### src/rtl/booth4_multdiv_mult.sv
// Signed WIDTH x WIDTH multiplier, radix-4 Booth recoding, two multiplier bits per clock.
// The running multiplicand advances through a shift-left-by-two each iteration.
// Optional: define MULT_EARLY_TERM_EN to finish as soon as the remaining Booth digits are all zero.
module booth4_multdiv_mult #(
  parameter int WIDTH = 32,
  parameter int ITERS = WIDTH / 2
) (
  input  logic             clock,
  input  logic             reset,
  input  logic             ctrl_MULT,
  input  logic [WIDTH-1:0] data_operandA,
  input  logic [WIDTH-1:0] data_operandB,
  output logic [WIDTH-1:0] data_result,
  output logic             data_exception,
  output logic             data_resultRDY
);

  localparam int W2 = 2 * WIDTH;
  localparam int CW = $clog2(ITERS + 1);

  typedef enum logic [1:0] {S_IDLE, S_RUN, S_DONE} state_t;

  state_t           state_q, state_d;
  logic [CW-1:0]    cnt_q, cnt_d;
  logic [W2-1:0]    m_q, m_d;
  logic [WIDTH-1:0] b_q, b_d;
  logic             qm1_q, qm1_d;
  logic [W2-1:0]    acc_q, acc_d;
  logic [WIDTH-1:0] res_q, res_d;
  logic             exc_q, exc_d;
  logic             rdy_q, rdy_d;

  logic [W2-1:0]    pp;
  logic [W2-1:0]    m2;
  logic [W2-1:0]    acc_nxt;
  logic [W2-1:0]    fin;
  logic [WIDTH:0]   fin_hi;
  logic             last_iter;
  logic             early;
  logic             finish;

  // Booth digit selection, accumulation and completion detection
  always_comb begin
    m2 = {m_q[W2-2:0], 1'b0};
    pp = '0;
    case ({b_q[1:0], qm1_q})
      3'b001, 3'b010: pp = m_q;
      3'b011:         pp = m2;
      3'b100:         pp = -m2;
      3'b101, 3'b110: pp = -m_q;
      default:        pp = '0;
    endcase
    acc_nxt   = acc_q + pp;
    last_iter = (cnt_q == CW'(ITERS - 1));
`ifdef MULT_EARLY_TERM_EN
    // Remaining digits are all zero once Q and q-1 are a uniform sign fill.
    early = (&{b_q, qm1_q}) | ~(|{b_q, qm1_q});
`else
    early = 1'b0;
`endif
    finish = (state_q == S_RUN) && (early || last_iter);
    fin    = early ? acc_q : acc_nxt;
    fin_hi = fin[W2-1:WIDTH-1];
  end

  // State and datapath registers
  always_ff @(posedge clock or posedge reset) begin
    if (reset) begin
      state_q <= S_IDLE;
      cnt_q   <= '0;
      m_q     <= '0;
      b_q     <= '0;
      qm1_q   <= 1'b0;
      acc_q   <= '0;
      res_q   <= '0;
      exc_q   <= 1'b0;
      rdy_q   <= 1'b0;
    end else begin
      state_q <= state_d;
      cnt_q   <= cnt_d;
      m_q     <= m_d;
      b_q     <= b_d;
      qm1_q   <= qm1_d;
      acc_q   <= acc_d;
      res_q   <= res_d;
      exc_q   <= exc_d;
      rdy_q   <= rdy_d;
    end
  end

  // Next-state: a start pulse wins in every state, so it also aborts a multiply in flight
  always_comb begin
    state_d = state_q;
    if (ctrl_MULT) begin
      state_d = S_RUN;
    end else begin
      case (state_q)
        S_IDLE:  state_d = S_IDLE;
        S_RUN:   state_d = finish ? S_DONE : S_RUN;
        S_DONE:  state_d = S_IDLE;
        default: state_d = S_IDLE;
      endcase
    end
  end

  // Operand load, one Booth step per RUN cycle, and result capture on the final step
  always_comb begin
    cnt_d = cnt_q;
    m_d   = m_q;
    b_d   = b_q;
    qm1_d = qm1_q;
    acc_d = acc_q;
    res_d = res_q;
    exc_d = exc_q;
    rdy_d = 1'b0;
    if (ctrl_MULT) begin
      cnt_d = '0;
      m_d   = {{WIDTH{data_operandA[WIDTH-1]}}, data_operandA};
      b_d   = data_operandB;
      qm1_d = 1'b0;
      acc_d = '0;
    end else if (finish) begin
      res_d = fin[WIDTH-1:0];
      exc_d = ~((&fin_hi) | ~(|fin_hi));
      rdy_d = 1'b1;
    end else if (state_q == S_RUN) begin
      acc_d = acc_nxt;
      m_d   = {m_q[W2-3:0], 2'b00};
      qm1_d = b_q[1];
      b_d   = {{2{b_q[WIDTH-1]}}, b_q[WIDTH-1:2]};
      cnt_d = cnt_q + CW'(1);
    end
  end

  // Outputs come straight from registers
  always_comb begin
    data_result    = res_q;
    data_exception = exc_q;
    data_resultRDY = rdy_q;
  end

endmodule

### config.mk
export PLATFORM = sky130hd
export DESIGN_NAME = booth4_multdiv_mult
export DESIGN_NICKNAME = d
export VERILOG_FILES = /design/src/rtl/booth4_multdiv_mult.sv
export SDC_FILE = /design/constraint.sdc
export NUM_CORES = 1
export LEC_CHECK = 0
export ABC_AREA = 0
export CORE_UTILIZATION = 61
export CTS_CLUSTER_SIZE = 25
export DETAILED_ROUTE_END_ITERATION = 7
export DONT_BUFFER_PORTS = 1
export GPL_TIMING_DRIVEN = 0
export PLACE_DENSITY = 0.75
export SLEW_MARGIN = 5
export SYNTH_ARGS = -nofsm -noshare
export SYNTH_HDL_FRONTEND = slang
export SYNTH_SLANG_ARGS = --single-unit
### constraint.sdc
create_clock -name clock -period 8.2 [get_ports clock]
set_input_delay 1.64 -clock clock [delete_from_list [all_inputs] [get_ports clock]]
set_output_delay 1.64 -clock clock [all_outputs]
set_load 0.01 [all_outputs]
=== Word-level counts from Yosys, hierarchy flattened ===
Index checks and enable logic that the tools add are counted.

* Register bits after elaboration: 202
* Output and inout bits: 34
* Word-level logic and storage cells: 56

* Add/sub/neg operators: 4
* Equal/unequal tests: 9
* Muxes and demuxes: 21
* Bitwise gates (word level): 4
* Reduce and logical (&&, ||, !) cells: 8

{| class="wikitable"
|+ Operators with widths
! cell !! number
|-
| 2-to-1 mux 64 bit || 6
|-
| one-hot mux 64 bit (4 select lines) || 1
|-
| negation 64 bit || 2
|-
| adder 64 bit || 1
|-
| 2-to-1 mux 31 bit || 2
|-
| AND reduction 33 bit || 1
|-
| OR reduction 33 bit || 1
|-
| 2-to-1 mux 32 bit || 1
|-
| 2-to-1 mux 5 bit || 3
|-
| equality test 3 bit (second input constant) || 3
|-
| equality test 3 x 2 -> 1 bit (second input constant) || 2
|-
| 2-to-1 mux 2 bit || 3
|-
| adder 5 x 1 -> 5 bit (second input constant) || 1
|-
| equality test 5 x 4 -> 1 bit (second input constant) || 1
|-
| 2-to-1 mux 1 bit || 5
|-
| AND reduction 2 bit || 2
|-
| OR reduction 2 bit || 2
|-
| equality test 3 x 1 -> 1 bit (second input constant) || 1
|-
| inverter 1 bit || 3
|-
| equality test 2 x 1 -> 1 bit (second input constant) || 1
|-
| inequality test 2 bit (second input constant) || 1
|-
| nonzero test 2 bit || 1
|-
| logical AND 1 bit || 1
|-
| bitwise OR 1 bit || 1
|}

=== Depth between registers and ports, before layout ===
Gate-level depths: netlist of run 1.

* Depth in word-level cells: 8
* Depth in mapped cells: 30
* Gate-level depth less buffers: 27

=== Worst setup path after synthesis of run 1 ===
Ideal clock, no wire load.

* Path kind: reg-to-reg
* Start point: register m_q[1]
* End point: register exc_q (netlist: data_exception)
* Library setup time: 0.128 ns
* Data arrival time: 6.403 ns
* Data required time: 8.072 ns
* Slack: 1.669 ns
* Cell stages (with the launch flop): 27
* Path buffers: 2
* Period minus slack after synthesis: 6.531 ns
* Path through: dfrtp_1 or3_4 or3_4 or3_4 or4b_4 or3_1 buf_2 or4b_4 or4_4 nand2_1 nand2_1 a21oi_1 o21ai_1 o21ai_1 ha_1 clkbuf_1 nand2_1 a2111oi_0 nor2b_1 a21oi_1 xnor2_1 or4_1 nand4b_1 nor4_1 nand4_1 nor4_1 nor3_1

* Longest elaborated chain between the ends: 7

{| class="wikitable"
|+ RTL lines
! item !! RTL line !! RTL
|-
| start: declaration || 25 || <nowiki>logic [W2-1:0] m_q, m_d;</nowiki>
|-
| start signal: assignment || 81 || <nowiki>m_q <= m_d;</nowiki>
|-
| negation 64 bit (on tied branches) || 50, 49 ||
|-
| one-hot mux 64 bit (4 select lines) (*) || 46 || <nowiki>case ({b_q[1:0], qm1_q})</nowiki>
|-
| adder 64 bit (*) || 53 || <nowiki>acc_nxt = acc_q + pp;</nowiki>
|-
| OR reduction 33 bit || 124 || <nowiki>exc_d = ~((&fin_hi) | ~(|fin_hi));</nowiki>
|-
| inverter 1 bit || 124 ||
|-
| bitwise OR 1 bit (*) || 124 ||
|-
| inverter 1 bit (*) || 124 ||
|-
| end signal: assignment || 76 || <nowiki>exc_q <= 1'b0;</nowiki>
|-
| end signal: assignment || 86 || <nowiki>exc_q <= exc_d;</nowiki>
|-
| end: declaration || 30 || <nowiki>logic exc_q, exc_d;</nowiki>
|}

Mark *: on every way between the ends. The rest lies on a longest branch, timed or not.
A chain may end at the register's enable or synchronous reset.

=== Worst setup path in the final report of run 1 ===
Ends and elaborated chain as after synthesis.

==> reports/metrics.csv, run 1 <==
metric,value,unit
Placer Congestion,1.02,
pre-CTS setup slack,0.0611,ns
Final nets,2312,
Initial Utilization,0.620,
CTS clock-pin slew for the worst setup and hold paths,0.06,ns
setup slack of the worst register-to-register path,0.33,ns
Worst Hold Slack,0.506,ns
placed standard-cell area,16600,um^2
main combinational cell family by area after synthesis,compound AO/OA/AOI/OAI gates,
"count of placed standard cells in the final layout, fillers left out",2530,
Post-Place Cells,2487,
number of placement rows,59,
count of endpoints failing setup in the final report,0,
number of levels the H-tree was split into,1,
count of different cell masters after synthesis,70,
adder-cell share of the synthesized area,0.0523,
register bit total from synthesis,201,
first-pass GRT wire length,86.1,mm
fraction of the cycle the final worst path needs,0.960,
vias per cell,6.69,
cts bufs inserted,24,
total power per unit cell area,283,nW/um^2
total of max-cap violations,0,
clock tree from TritonCTS,done,
maximum ir drop on the vdd rail,250,uV
First-pass DRT Iterations,8,
clock insertion delay at the later pin of the skew report,0.54,ns
Root Buffer Master,clkbuf_16,
final critical delay including setup and external delays,7.87,ns
remaining global-route overflow,0,
clock sinks,201,
antenna-violating nets left,0,
startpoint type of the worst setup path,register,
post-route cell area,17400,um^2
die footprint,27100,um^2
total of buffers placed on input and output ports,0,
mux cell area share after synthesis,0.0449,
Final Routed Wirelength,57.1,mm
global router's overall resource usage,0.415,
static power due to leakage,7.15,nW
async set-or-reset flop fraction in the synthesized netlist,1.00,
share of final-layout standard cells stronger than drive strength 1,0.0342,
Worst Path Arrival,8.29,ns
largest fanout on the critical path,7,
"EDFF count, synth",0,
fraction of the mapped netlist area in simple logic gates,0.229,
Max Root-Sink Buffers,3,
average routed wire per standard cell,22.6,um
post-detailed-route DRC marker count,0,
CTS Hold Bufs,0,
sequential-to-total area share from yosys stat,0.311,
Setup Total Neg Slack,0,ns
antenna violations before repair,1,
flip-flop cell with the highest count after synthesis,dfrtp_1,
Min-Delay Path Class,reg -> reg,
layout overhead on the synthesized area,7.84,%
"synthesized-area fraction occupied by ao, oa, aoi and oai cells",0.245,
count of pins on the block boundary,101,
vias in the first global route,15500,
syn nets,2285,
worst relative slew slack,0.117,
crit end category,register,
post-synthesis area per instance,7.51,um^2
Antenna diodes,0,
maximum number of pins on one net before global-route repair,121,
"leading cell types in the layout, fill and taps excluded","390 x nand2_1, 240 x o21ai_0, 201 x dfrtp_1",
post-synthesis share of cell area spent on xor and xnor gates,0.0699,
area of the mapped netlist,16200,um^2
synthesized instance count,2151,
post-layout worst setup margin,0.329,ns
final HPWL from detailed placement,42.8,mm
result of the run,finished clean,
Die Y-Extent,165,um
number of failing hold endpoints at the final stage,0,
final setup skew,0.0189,ns
Synth Warn #,0,
maximum clock frequency,127,MHz
setup repair after global routing missed its margin,no,
Chip Width,165,um
slew at the pin closest to its max-slew limit,1.32,ns
total number of vias,16900,
"Data required, critical path",8.62,ns
number of DRC markers in iteration 0,2407,
number of slew-limit violations in the final report,0,
Core Region,26100,um^2
path type of the worst setup path,reg -> reg,
"leading cell type in the layout, fill and taps excluded",nand2_1,
==> cells in the mapped netlist, types with 12 or more instances <==
| master | instances | share of area |
|---|---|---|
| clkbuf_1 | 165 | 0.038 |
| o21ai_0 | 243 | 0.075 |
| nor4_1 | 17 | 0.0066 |
| nor3_1 | 38 | 0.012 |
| nand3_1 | 16 | 0.0050 |
| xnor2_1 | 72 | 0.039 |
| nor2_1 | 185 | 0.043 |
| mux2i_1 | 68 | 0.042 |
| ha_1 | 66 | 0.051 |
| nand4_1 | 36 | 0.014 |
| a21oi_1 | 176 | 0.055 |
| o21a_1 | 14 | 0.0065 |
| a211oi_1 | 17 | 0.0079 |
| a221oi_1 | 15 | 0.0081 |
| a22oi_1 | 52 | 0.024 |
| or3_1 | 38 | 0.015 |
| o21bai_1 | 15 | 0.0070 |
| a21o_1 | 20 | 0.0093 |
| xor2_1 | 57 | 0.031 |
| inv_1 | 22 | 0.0051 |
| nand2b_1 | 13 | 0.0050 |
| and3_1 | 12 | 0.0046 |
| buf_1 | 13 | 0.0030 |
| dfrtp_1 | 201 | 0.31 |
| nand2_1 | 390 | 0.091 |
| a31oi_1 | 43 | 0.017 |
==> logic make-up (layout without fill, tap and decap cells) <==
| group | count (synthesis) | count (layout) |
|---|---|---|
| multiplexers | 72 | 72 |
| XOR/XNOR | 129 | 129 |
| AO/OA/AOI/OAI | 664 | 664 |
| AND/OR/NAND/NOR | 814 | 814 |
| flip-flops | 201 | 201 |
| adder cells (fa/ha/maj) | 67 | 67 |
| buffers and inverters | 204 | 248 |
==> flip-flops by register name, summed over array words and instances (netlist names) <==
| register | count |
|---|---|
| b_q | 32 |
| data_exception | 1 |
| data_resultRDY | 1 |
| state_q | 1 |
| m_q | 64 |
| qm1_q | 1 |
| acc_q | 64 |
| data_result | 32 |
| cnt_q | 5 |
==> layout make-up <==
type                    count  area, um^2
plain buffers             181         683
clock buffers              30         654
inverters                  23        93.8
repair buffers              1        27.5
multi-input cells        1746       10400
fillers                  2250        8630
clock inverters            13         109
well taps                 335         419
flip-flops and latches    201        5030
==> worst paths after layout <==
check                         from              to  cells past startpoint
max reg2reg                 m_q[1]  data_exception                     27
min reg2reg                b_q[31]         b_q[31]                      1
max                         m_q[1]  data_exception                     27
max in group asynchronous    reset         m_q[49]                      2
min                        b_q[31]         b_q[31]                      1
min in group asynchronous    reset       acc_q[16]                      1
==> stage by stage <==
step                       util  total power [mW]
after global routing      0.669              5.22
after detailed placement  0.638              3.76
after CTS                 0.667              4.82
after floorplan               -              3.10
after global placement    0.636              3.71
final                     0.669              4.93
==> repair_timing <==
| item | 4_1_cts | 5_1_grt |
|---|---|---|
| pin swaps | 0 | 0 |
| cloned | 0 | 0 |
| setup buffers | 0 | 0 |
| endpoints found under the setup margin | 1 | 2 |
| resized for setup | 1 | 12 |
==> critical path, cell delays in order, from the launching register on <==
cell and delay [ns]:
dfrtp_1 0.47, or3_4 0.44, or3_4 0.38, or3_4 0.37, or4b_4 0.50, or3_1 0.31, buf_2 0.17, nor3_1 0.44
nand2b_1 0.21, nor2_1 0.05, a21oi_1 0.14, o22ai_1 0.09, nand2_1 0.10, o21ai_0 0.26, ha_1 0.39, clkbuf_1 0.25
nand2_1 0.08, o21ai_0 0.62, a22o_1 0.32, nor2_1 0.10, a211o_1 0.29, a221oi_1 0.50, and4_1 0.25, nor4bb_1 0.25
nand4_1 0.14, nor4_1 0.33, and4_1 0.24, nor3_1 0.04
==> per-layer routing <==
layer / vias up / GRT usage / part of all wire
met4: 0 / 0.180 / 0.049
met5: - / 0 / 0
met1: 8000 / 0.564 / 0.41
li1: 7714 / - / -
met3: 190 / 0.0786 / 0.11
met2: 1016 / 0.642 / 0.44
==> power by group <==
| group | internal [mW] | leakage, nW | switching (mW) |
|---|---|---|---|
| sequential | 1.18 | 2.54 | 0.131 |
| combinational | 0.848 | 4.24 | 1.72 |
| clock | 0.599 | 0.370 | 0.452 |
| total | 2.62 | 7.15 | 2.30 |
No activity file was read; power rests on OpenSTA's default activity.
==> run 2, diff against run 1 <==
Settings changed: CORE_UTILIZATION 61 to 59, MAX_ROUTING_LAYER from default to met4, PLACE_DENSITY 0.75 to 0.76.
Clock period 8.2 ns to 6.35 ns, I/O delays scaled along.
==> run 2 against run 1 <==
Compared with the run above:
- the run now ends with design-rule violations, negative setup slack left
- critical path depth shrank 1
- final cell count is 1.2% higher
- non-clock buffer count increased by 26
- hold slack worse by 0.0039 ns
- clock power increased by 31%
- count of clock-buffer cells in the layout grew 4
- register-to-register slack worse by 0.91 ns
- critical endpoint unchanged
- largest power group unchanged
- highest routed layer unchanged
==> reports/metrics.csv, run 2 (synthesis results as in run 1) <==
metric,value,unit
remaining global-route overflow,0,
share of final-layout standard cells stronger than drive strength 1,0.102,
Final Routed Wirelength,58.3,mm
registers with the most flip-flops,"acc_q x64, m_q x64",
total of max-cap violations,0,
share of total power in combinational logic,0.549,
number of levels the H-tree was split into,1,
failing checks,"design-rule violations, negative setup slack",
First-pass DRT Iterations,8,
total number of vias,17200,
sum of buffers and inverters on the critical path,1,
switching power summed over all nets,3.15,mW
CTS Hold Bufs,0,
CTS clock-pin slew for the worst setup and hold paths,0.06,ns
maximum number of pins on one net before global-route repair,43,
CP dominant cell by count,or3_4,
setup repair after global routing missed its margin,yes,
fraction of the cycle the final worst path needs,1.09,
largest fanout on the critical path,5,
Reg power frac,0.248,
Critical Path Max Stage Delay,0.60,ns
"Data required, critical path",6.76,ns
count of endpoints failing setup in the final report,3,
Min-Delay Path Class,reg -> reg,
number of failing hold endpoints at the final stage,0,
final setup skew,0.0328,ns
slew at the pin closest to its max-slew limit,1.19,ns
final critical delay including setup and external delays,6.93,ns
global router's overall resource usage,0.417,
Root Buffer Master,clkbuf_16,
average routed wire per standard cell,22.8,um
cts bufs inserted,23,
Worst Path Arrival,7.35,ns
post-layout worst setup margin,-0.583,ns
maximum clock frequency,144,MHz
clock sinks,201,
"leading cell types in the layout, fill and taps excluded","386 x nand2_1, 218 x o21ai_0, 199 x dfrtp_1",
worst relative slew slack,0.202,
Final nets,2337,
total of buffers placed on input and output ports,0,
Placer Congestion,1.03,
Top Family by Delay on Critical Path,simple AND/OR/NAND/NOR gates,
pre-CTS setup slack,-1.52,ns
Core Region,26900,um^2
die footprint,28100,um^2
maximum ir drop on the vdd rail,267,uV
first-pass GRT wire length,89.2,mm
Critical Path Slowest Stage Cell,or4b_4,
Chip Width,168,um
number of DRC markers in iteration 0,2210,
Fillers,2282,
vias per cell,6.71,
Max Root-Sink Buffers,3,
layout overhead on the synthesized area,14.8,%
switching share of power,0.461,
result of the run,"complete, but fails checks",
path type of the worst setup path,reg -> reg,
Die Y-Extent,168,um
crit end category,register,
clock tree from TritonCTS,done,
number of placement rows,60,
utilization after layout,0.690,
vias in the first global route,15900,
"leading cell type in the layout, fill and taps excluded",nand2_1,
total power per unit cell area,368,nW/um^2
static power due to leakage,7.54,nW
antenna-violating nets left,0,
clock insertion delay at the later pin of the skew report,0.54,ns
number of slew-limit violations in the final report,0,
proportion of power drawn by the clock network,0.202,
Pint,3.68,mW
Initial Utilization,0.601,
post-detailed-route DRC marker count,1,
final HPWL from detailed placement,42.9,mm
antenna violations before repair,1,
count of pins on the block boundary,101,
startpoint type of the worst setup path,register,
## run 2: changes by cell type in the layout (fill, tap and decap cells not counted), moves of 8 or more
cell | before | now
nor3_1 | 37 | 28
a21oi_2 | 0 | 10
a21oi_1 | 176 | 162
o21ai_2 | 0 | 14
ha_1 | 66 | 58
nor4_1 | 14 | 5
clkbuf_1 | 169 | 151
o21ai_0 | 240 | 218
buf_4 | 0 | 36
## run 2: routing by layer
| layer | share of wire | GRT usage | vias to the layer above |
|---|---|---|---|
| met5 | 0 | - | - |
| met1 | 0.42 | 0.569 | 8236 |
| met3 | 0.098 | 0.0596 | 179 |
| met4 | 0.039 | 0.159 | 0 |
| met2 | 0.44 | 0.626 | 995 |
| li1 | - | - | 7777 |
## run 2: final cells by class
class	count	area, um^2	area share
multi-input combinational	1746	11200	0.603
sequential	201	5030	0.271
clock buffer	34	687	0.0370
buffer	165	646	0.0348
tap	341	427	0.0230
timing repair buffer	43	393	0.0212
inverter	23	90.1	0.00486
clock inverter	6	86.3	0.00465
antenna	1	2.50	0.000135
## run 2: final timing paths
check / startpoint / endpoint / slack [ns] / depth (start not counted)
max: m_q[1] / data_exception / -0.58 / 26
min: b_q[31] / b_q[31] / 0.50 / 1
max reg2reg: m_q[1] / data_exception / -0.58 / 26
min reg2reg: b_q[31] / b_q[31] / 0.50 / 1
max in group asynchronous: reset / m_q[46] / 4.40 / 4
min in group asynchronous: reset / data_result[25] / 0.71 / 1
## run 2: power groups by stage
stage	Combinational (mW)	Sequential, mW	Clock [mW]
after floorplan	2.37	1.65	0
after global placement	3.12	1.69	0
final	3.75	1.70	1.38
after CTS	3.38	1.68	1.38
after global routing	4.04	1.72	1.43
after detailed placement	3.17	1.70	0
## run 2: what timing repair did
item | CTS | global route
buffers inserted | 21 | 17
pin swaps | 30 | 39
gates resized for setup | 83 | 91
endpoints found under the hold margin | 0 | 0
setup endpoints to repair | 39 | 18
## run 2: through the flow
step	total power, mW	hold WS [ns]	cells	TNS [ns]	cell area, um^2
3_5_place_dp	4.87	0.492	2497	-15.20	16800
4_1_cts	6.45	0.505	2550	-0.494	18000
2_1_floorplan	4.03	0.472	2151	-0.0165	16200
5_1_grt	7.19	0.529	2560	-1.53	18600
6_report	6.83	0.502	2560	-0.968	18600
3_3_place_gp	4.81	0.484	2492	-12.90	16700
